File: src/rtl/hazard_pkg.sv
// Shared types for the pipeline hazard controller: forwarding selects and FSM states.
package hazard_pkg;

  typedef enum logic [1:0] {
    FWD_REG = 2'b00,
    FWD_WB  = 2'b01,
    FWD_MEM = 2'b10
  } fwd_sel_t;

  typedef enum logic {
    RUN     = 1'b0,
    MC_WAIT = 1'b1
  } state_t;

endpackage

File: src/rtl/hazard_ctrl_mc_fwd_unit.sv
// EX operand forwarding comparator: picks MEM over WB over the register file.
module fwd_unit
  import hazard_pkg::*;
#(
  parameter int unsigned RA_W = 5
) (
  input  logic [RA_W-1:0] src_i,
  input  logic [RA_W-1:0] exmem_rd_i,
  input  logic            exmem_regwrite_i,
  input  logic [RA_W-1:0] memwb_rd_i,
  input  logic            memwb_regwrite_i,
  output fwd_sel_t        sel_o
);

  always_comb begin
    sel_o = FWD_REG;
    if (exmem_regwrite_i && (exmem_rd_i != '0) && (exmem_rd_i == src_i)) begin
      sel_o = FWD_MEM;
    end else if (memwb_regwrite_i && (memwb_rd_i != '0) && (memwb_rd_i == src_i)) begin
      sel_o = FWD_WB;
    end
  end

endmodule

File: src/rtl/hazard_ctrl_mc.sv
// Hazard controller: load-use stall, EX forwarding, branch flush and multi-cycle EX hold
// with a saturating stall-cycle counter.
module hazard_ctrl_mc
  import hazard_pkg::*;
#(
  parameter int unsigned RA_W  = 5,
  parameter int unsigned LAT_W = 4,
  parameter int unsigned CNT_W = 16
) (
  input  logic             clk_i,
  input  logic             rst_i,
  input  logic [RA_W-1:0]  ifid_rs1_i,
  input  logic [RA_W-1:0]  ifid_rs2_i,
  input  logic             ifid_use1_i,
  input  logic             ifid_use2_i,
  input  logic [RA_W-1:0]  idex_rs1_i,
  input  logic [RA_W-1:0]  idex_rs2_i,
  input  logic [RA_W-1:0]  idex_rd_i,
  input  logic             idex_memread_i,
  input  logic             idex_mc_i,
  input  logic [LAT_W-1:0] idex_mc_lat_i,
  input  logic [RA_W-1:0]  exmem_rd_i,
  input  logic             exmem_regwrite_i,
  input  logic [RA_W-1:0]  memwb_rd_i,
  input  logic             memwb_regwrite_i,
  input  logic             branch_taken_i,
  output logic             pc_write_o,
  output logic             ifid_stall_o,
  output logic             ifid_flush_o,
  output logic             idex_noop_o,
  output logic             ex_hold_o,
  output logic             exmem_bubble_o,
  output logic [1:0]       fwd_a_o,
  output logic [1:0]       fwd_b_o,
  output logic             busy_o,
  output logic [CNT_W-1:0] stall_cnt_o
);

  state_t           state_q, state_d;
  logic [LAT_W-1:0] cnt_q, cnt_d;
  logic [CNT_W-1:0] stall_cnt_q, stall_cnt_d;
  logic             hold, load_use, lu_match, stall;
  fwd_sel_t         fwd_a, fwd_b;

  fwd_unit #(.RA_W(RA_W)) u_fwd_a (
    .src_i(idex_rs1_i), .exmem_rd_i(exmem_rd_i), .exmem_regwrite_i(exmem_regwrite_i),
    .memwb_rd_i(memwb_rd_i), .memwb_regwrite_i(memwb_regwrite_i), .sel_o(fwd_a)
  );

  fwd_unit #(.RA_W(RA_W)) u_fwd_b (
    .src_i(idex_rs2_i), .exmem_rd_i(exmem_rd_i), .exmem_regwrite_i(exmem_regwrite_i),
    .memwb_rd_i(memwb_rd_i), .memwb_regwrite_i(memwb_regwrite_i), .sel_o(fwd_b)
  );

  assign lu_match = idex_memread_i && (idex_rd_i != '0) &&
                    ((ifid_use1_i && (ifid_rs1_i == idex_rd_i)) ||
                     (ifid_use2_i && (ifid_rs2_i == idex_rd_i)));

  // MC_WAIT with cnt==0 is the release cycle: no hold and no fresh detection of the retained op.
  always_comb begin
    state_d  = state_q;
    cnt_d    = cnt_q;
    hold     = 1'b0;
    load_use = 1'b0;
    case (state_q)
      RUN: begin
        if (idex_mc_i && (idex_mc_lat_i >= LAT_W'(2))) begin
          hold    = 1'b1;
          state_d = MC_WAIT;
          cnt_d   = idex_mc_lat_i - LAT_W'(2);
        end else begin
          load_use = lu_match;
        end
      end
      MC_WAIT: begin
        if (cnt_q != '0) begin
          hold  = 1'b1;
          cnt_d = cnt_q - LAT_W'(1);
        end else begin
          state_d = RUN;
        end
      end
    endcase
  end

  assign stall       = hold | load_use;
  assign stall_cnt_d = (stall && (stall_cnt_q != '1)) ? stall_cnt_q + CNT_W'(1) : stall_cnt_q;

  always_ff @(posedge clk_i or posedge rst_i) begin
    if (rst_i) begin
      state_q     <= RUN;
      cnt_q       <= '0;
      stall_cnt_q <= '0;
    end else begin
      state_q     <= state_d;
      cnt_q       <= cnt_d;
      stall_cnt_q <= stall_cnt_d;
    end
  end

  // Busy covers the held MC_WAIT cycles; the release cycle already lets the op advance.
  assign busy_o         = ~rst_i & (state_q == MC_WAIT) & (cnt_q != '0);
  assign pc_write_o     = ~rst_i & ~stall;
  assign ifid_stall_o   = ~rst_i & stall;
  assign ifid_flush_o   = ~rst_i & branch_taken_i & ~stall;
  assign idex_noop_o    = ~rst_i & load_use;
  assign ex_hold_o      = ~rst_i & hold;
  assign exmem_bubble_o = ~rst_i & hold;
  assign fwd_a_o        = rst_i ? FWD_REG : fwd_a;
  assign fwd_b_o        = rst_i ? FWD_REG : fwd_b;
  assign stall_cnt_o    = stall_cnt_q;

endmodule

File: config.mk
export PLATFORM = sky130hd
export DESIGN_NAME = hazard_ctrl_mc
export DESIGN_NICKNAME = d
export VERILOG_FILES = /design/src/rtl/hazard_pkg.sv /design/src/rtl/hazard_ctrl_mc_fwd_unit.sv /design/src/rtl/hazard_ctrl_mc.sv
export SDC_FILE = /design/constraint.sdc
export NUM_CORES = 1
export LEC_CHECK = 0
export ABC_AREA = 1
export CORE_MARGIN = 2
export CORE_UTILIZATION = 44
export DETAILED_ROUTE_END_ITERATION = 16
export PLACE_DENSITY = 0.91
export RECOVER_POWER = 25
export SYNTH_ARGS = -nofsm -noshare
export SYNTH_HDL_FRONTEND = slang
export SYNTH_SLANG_ARGS = --single-unit
File: constraint.sdc
create_clock -name clk_i -period 2.16 [get_ports clk_i]
set_input_delay 0.324 -clock clk_i [delete_from_list [all_inputs] [get_ports clk_i]]
set_output_delay 0.324 -clock clk_i [all_outputs]
set_load 0.005 [all_outputs]
* Word level (Yosys, flattened, before mapping)
Cells that the tools add are included.
** Storage, ports and cells
- Register bits :: 21
- Bits in latches :: 0
- Bits in writable memories :: 0
- Memory bits (read-only) :: 0
- Input port bits :: 48
- Word-level logic and storage cells :: 60
- Memories :: 0
** Cells by class
- Add/subtract/negate cells :: 3
- Multipliers :: 0
- Div/mod/pow operators :: 0
- Order comparisons :: 1
- Eq/ne operators :: 9
- Shifts and indexed selects :: 0
- Mux-type cells :: 14
- Bitwise logic cells :: 12
- Reductions and logical operators :: 18
** Operator list (count)
- 5-bit == test :: 6
- 16-bit by 1-bit adder with 16-bit output (second input constant) :: 1
- 16-bit != test (second input constant) :: 1
- 5-bit nonzero test :: 3
- 1-bit logical AND :: 12
- 1-bit bitwise AND :: 8
- 2-bit 2-to-1 mux :: 4
- 4-bit 2-to-1 mux :: 2
- 4-bit one-hot mux with 2 select lines :: 1
- 1-bit 2-to-1 mux :: 6
- 4-bit by 2-bit greater-or-equal comparator with 1-bit output (second input constant) :: 1
- 4-bit nonzero test :: 1
- 4-bit by 1-bit subtractor with 4-bit output (second input constant) :: 1
- 4-bit by 2-bit subtractor with 4-bit output (second input constant) :: 1
- 1-bit NOT :: 3
- 2-bit by 1-bit != test with 1-bit output (second input constant) :: 1
- 2-bit != test (second input constant) :: 1
- 1-bit one-hot mux with 2 select lines :: 1
- 2-bit AND reduction :: 1
- 1-bit logical OR :: 1
- 1-bit bitwise OR :: 1

* Depth between registers and ports, before layout
- Depth in word-level cells :: 9
- Depth in mapped cells :: 12

* Cells and area by module
Synthesis repeated with hierarchy kept, for this count alone.
** Unflattened totals
- Cells, all modules :: 348
- Area, all modules :: 2035.7 um^2
** Modules (own cells, without submodules)
- hazard_ctrl_mc :: times used 1, cells an instance 248, area an instance 1607.8 um^2
- fwd_unit :: times used 2, cells an instance 50, area an instance 214.0 um^2

* Least setup slack after synthesis
OpenSTA, ideal clock, no wires.
- Kind :: input port to output port
- Start point :: input rst_i
- End point :: output fwd_a_o[0]
- Data arrival time :: 1.379 ns
- Required time :: 1.836 ns
- Setup slack :: 0.457 ns
- Stages on the path :: 5
- Buffers on the path :: 0
- Path through :: inv_1 > o21ai_0 > nor3_1 > nand3_1 > nor2_1
** Between the ends
- Cells in the longest elaborated chain, start to end :: 1
** Ends and longest elaborated chain
- start, declared :: RTL line hazard_ctrl_mc.sv:11 : input logic rst_i,
- 2-bit 2-to-1 mux :: RTL line hazard_ctrl_mc.sv:109 : assign fwd_a_o = rst_i ? FWD_REG : fwd_a;
- end, declared :: RTL line hazard_ctrl_mc.sv:33 : output logic [1:0] fwd_a_o,
No other way between the ends.

* Final worst setup path
- Start point :: input idex_rd_i[1]
- End point :: output pc_write_o
** Between the ends
- Cells in the longest elaborated chain, start to end :: 9
- Elaborated cells between the ends (all ways) :: 13
- Those cells by class :: 2 x eq/ne; 2 x mux; 3 x bitwise; 6 x reduce/logical
** Ends and longest elaborated chain
- start, declared :: RTL line hazard_ctrl_mc.sv:18 : input logic [RA_W-1:0] idex_rd_i,
- 5-bit == test (on tied branches) :: RTL line hazard_ctrl_mc.sv:56, hazard_ctrl_mc.sv:57
- 1-bit logical AND (on tied branches) :: RTL line hazard_ctrl_mc.sv:56, hazard_ctrl_mc.sv:57
- 1-bit logical OR :: RTL line hazard_ctrl_mc.sv:56 : ((ifid_use1_i && (ifid_rs1_i == idex_rd_i)) ||
- 1-bit logical AND * :: RTL line hazard_ctrl_mc.sv:55 : assign lu_match = idex_memread_i && (idex_rd_i != '0) &&
- 1-bit 2-to-1 mux * :: RTL line hazard_ctrl_mc.sv:67 : if (idex_mc_i && (idex_mc_lat_i >= LAT_W'(2))) begin
- 1-bit 2-to-1 mux * :: RTL line hazard_ctrl_mc.sv:65 : case (state_q)
- 1-bit bitwise OR * :: RTL line hazard_ctrl_mc.sv:86 : assign stall = hold | load_use;
- 1-bit NOT * :: RTL line hazard_ctrl_mc.sv:103 : assign pc_write_o = ~rst_i & ~stall;
- 1-bit bitwise AND * :: RTL line hazard_ctrl_mc.sv:103
- end, declared :: RTL line hazard_ctrl_mc.sv:27 : output logic pc_write_o,
Every way passes the cells marked *; elsewhere a longest branch is shown, timed or not.

==> metrics.txt <==
largest net degree at the start of global routing 22; post-synthesis sequential area ratio 0.280; die width 69.3 um; initial standard-cell utilization of the core 0.462; TritonCTS clock tree done; fin. max-slew vios 0; routability-driven placement congestion ratio 0.880; time the worst path needs with I/O delays and setup 2060 ps; Synth Net Count 343; wire length of the first global-routing pass 9600 um; Crit path arrival time 1740 ps; detailed-routing iteration count for the pre-antenna-repair pass 4; core area 4060 um^2; maximum VDD drop 0.408 mV; final worst path period share 0.955; delay of the slowest cell on the worst path 530 ps; estimated wirelength of the detail-placed design 4320 um; cell breakdown of the critical path clkdlybuf4s50_1 > inv_1 > nand2_1 > nand2_1 > nor2_1 > nand3_1 > nand2_1 > nand2_2 > nand2_2 > nor2_1 > dlygate4sd2_1; cell area after synthesis 1880 um^2; Post-CTS Hold Fix Bufs 0; count of vias placed by the detailed router 2,229; synthesis-to-layout area growth 52.0%; category of the worst setup path launch point input pin; clock transition at the register clock pins on the worst setup and hold paths after CTS 70 ps; crit path capture type primary output; net count reported at finish 435; average footprint of a synthesized cell 6.45 um^2; number of global-route vias before repair 2,219; max-slew headroom at the worst pin 0.229; Yosys Warn Count 0; number of distinct library cell variants in the gate-level netlist after synthesis 29; Die Area 4800 um^2; Top delay family on crit path buffers and inverters; post-detailed-route count of antenna-violating nets 0; number of antenna violations at the first check in global routing 0; worst clock skew 1.26 ps; Worst Path Max Fanout 4; I/O pin count 75; global-route usage over all layers 0.238; die height 69.3 um; post-detailed-route via-to-cell ratio 5.16; max frequency 485 MHz; flip-flop and latch count after synthesis 21; Clock Latency Late Sink 260 ps; pwr dens 683 nW/um^2; Post-Syn Instances 291; static leakage power 1.45 nW; WP buf/inv 3; total congestion overflow 0; count of buffers inserted at the top-level ports 74; fraction of synthesized cell area taken by the top area cell type 0.280; type of the worst min-delay path flop to flop; startpoint-to-endpoint class of the critical path input pin to primary output; leading post-synthesis cells by cell area dfrtp_1 (28%), nand2_1 (18%), nand3_1 (9.3%); final number of hold-violating endpoints 0; CTS Buf Count 3; final setup violating endpoints 0; CTS sink cnt 21; cell type with the highest occurrence count on the critical path nand2_1; Max Root-Sink Buffers 2; cell with the largest stage delay on the worst path clkdlybuf4s50_1; count of non-filler cells in the finished layout 432; final routed DRC violation total 0; final routed wirelength across all metal layers 5520 um; cell type contributing the most total cell area after synthesis dfrtp_1; Initial DRC Count 232; result of the run finished, final reports clean; Site Rows 23; buffer cell driving the clock tree root clkbuf_8; share of post-route cells with drive strength above 1 0.126; drt wl/cell 12.8 um; sum of negative setup slack 0 ps; worst slew pin tran 1160 ps; CTS H-Tree Depth 1; required time reported for the critical path endpoint 1840 ps; maximum capacitance violations 0; number of placed instances with taps included 425; Ant. Diodes 0
==> cell usage after synthesis <==
cell type   n
a211oi_1    1
a21oi_1     4
a22o_1      1
a31oi_1     1
and2_1      1
buf_2       3
buf_4       1
buf_6       2
dfrtp_1    21
ha_1        4
inv_1      28
inv_2      10
nand2_1    90
nand2_2     3
nand2_4     2
nand3_1    35
nand4_1     4
nor2_1     31
nor2_2      1
nor2_4      1
nor3_1      6
nor3_2      1
nor4_1      3
o2111a_1    1
o211ai_1    2
o21ai_0     8
o22ai_1     1
xnor2_1    14
xor2_1     11
==> cells by family (layout without fill, tap and decap cells) <==
family,count (synthesis),in the layout,synth area share
buffers and inverters,44,135,0.100
XOR/XNOR,25,25,0.117
adder cells (fa/ha/maj),4,4,0.0267
AND/OR/NAND/NOR,178,178,0.415
AO/OA/AOI/OAI,19,19,0.0614
flip-flops,21,21,0.280
==> worst min-delay path, delay by kind of cell, from the launching register on <==
| family | cells | cell delay, ps |
|---|---|---|
| flip-flops | 1 | 370 |
| AND/OR/NAND/NOR | 2 | 110 |
==> path summary, 6_finish.rpt <==
path                                  from              end  slack (ps)  cells past startpoint
setup / recovery              idex_rd_i[1]       pc_write_o         100                     11
hold / removal             stall_cnt_o[15]  stall_cnt_o[15]         500                      2
setup reg to reg            stall_cnt_o[0]   stall_cnt_o[7]         310                     10
hold reg to reg            stall_cnt_o[15]  stall_cnt_o[15]         500                      2
max in group asynchronous            rst_i   stall_cnt_o[8]         480                      4
min in group asynchronous            rst_i   stall_cnt_o[5]         990                      4
==> where the power goes <==
group | total, mW | internal, mW | switching (mW)
logic | 1.08 | 0.511 | 0.565
clock network | 0.258 | 0.131 | 0.126
registers | 0.612 | 0.496 | 0.116
total | 1.95 | 1.14 | 0.807
==> final cells by class <==
| class | count | area (um^2) |
|---|---|---|
| Clock buffer | 4 | 45.0 |
| Fill cell | 312 | 1210 |
| Inverter | 38 | 143 |
| Multi-Input combinational cell | 226 | 1200 |
| Sequential cell | 21 | 526 |
| Tap cell | 50 | 62.6 |
| Timing Repair Buffer | 93 | 872 |
==> what timing repair did <==
action                                  4_1_cts  5_1_grt
endpoints found under the setup margin       10        6
pin swaps                                     3        5
buffers inserted                              2        1
gates resized for setup                      21       10
==> per-layer routing <==
metal / wire, um / track usage
met3: 305 / 0.0363
met4: 140 / 0.0828
met5: 0 / 0
met1: 2140 / 0.276
met2: 2930 / 0.440
==> registers in the layout, summed over array words and instances (netlist names) <==
signal	count
stall_cnt_o	16
state_q	1
cnt_q	4
==> per-stage QoR <==
stage	instance area [um^2]	hold WS [ps]	setup slack [ps]	total power, mW	utilization
2_1_floorplan	1880	329	457	1.21	-
3_3_place_gp	2750	485	-230	1.61	0.679
5_1_grt	2850	545	-4.98	2.12	0.702
6_report	2850	504	97.8	1.95	0.702
4_1_cts	2830	509	-177	1.95	0.696
3_5_place_dp	2750	489	-298	1.66	0.679
==> placed cells by master, fill, tap and decap left out, types with 2 or more instances in the layout <==
master / instances
xnor2_1: 14
dlymetal6s2s_1: 6
nand2_2: 4
nand2_4: 2
ha_1: 4
nand4_1: 4
a21oi_1: 4
inv_2: 12
nor2_1: 30
dfrtp_1: 21
xor2_1: 11
clkdlybuf4s50_1: 56
clkbuf_1: 3
nand2_1: 89
nor2_2: 2
clkbuf_8: 3
dlygate4sd2_1: 11
o21ai_0: 7
inv_1: 26
buf_4: 17
nand3_1: 35
nor3_2: 2
nor3_1: 5
o211ai_1: 2
Note: power is estimated with default switching activity, not from simulation.
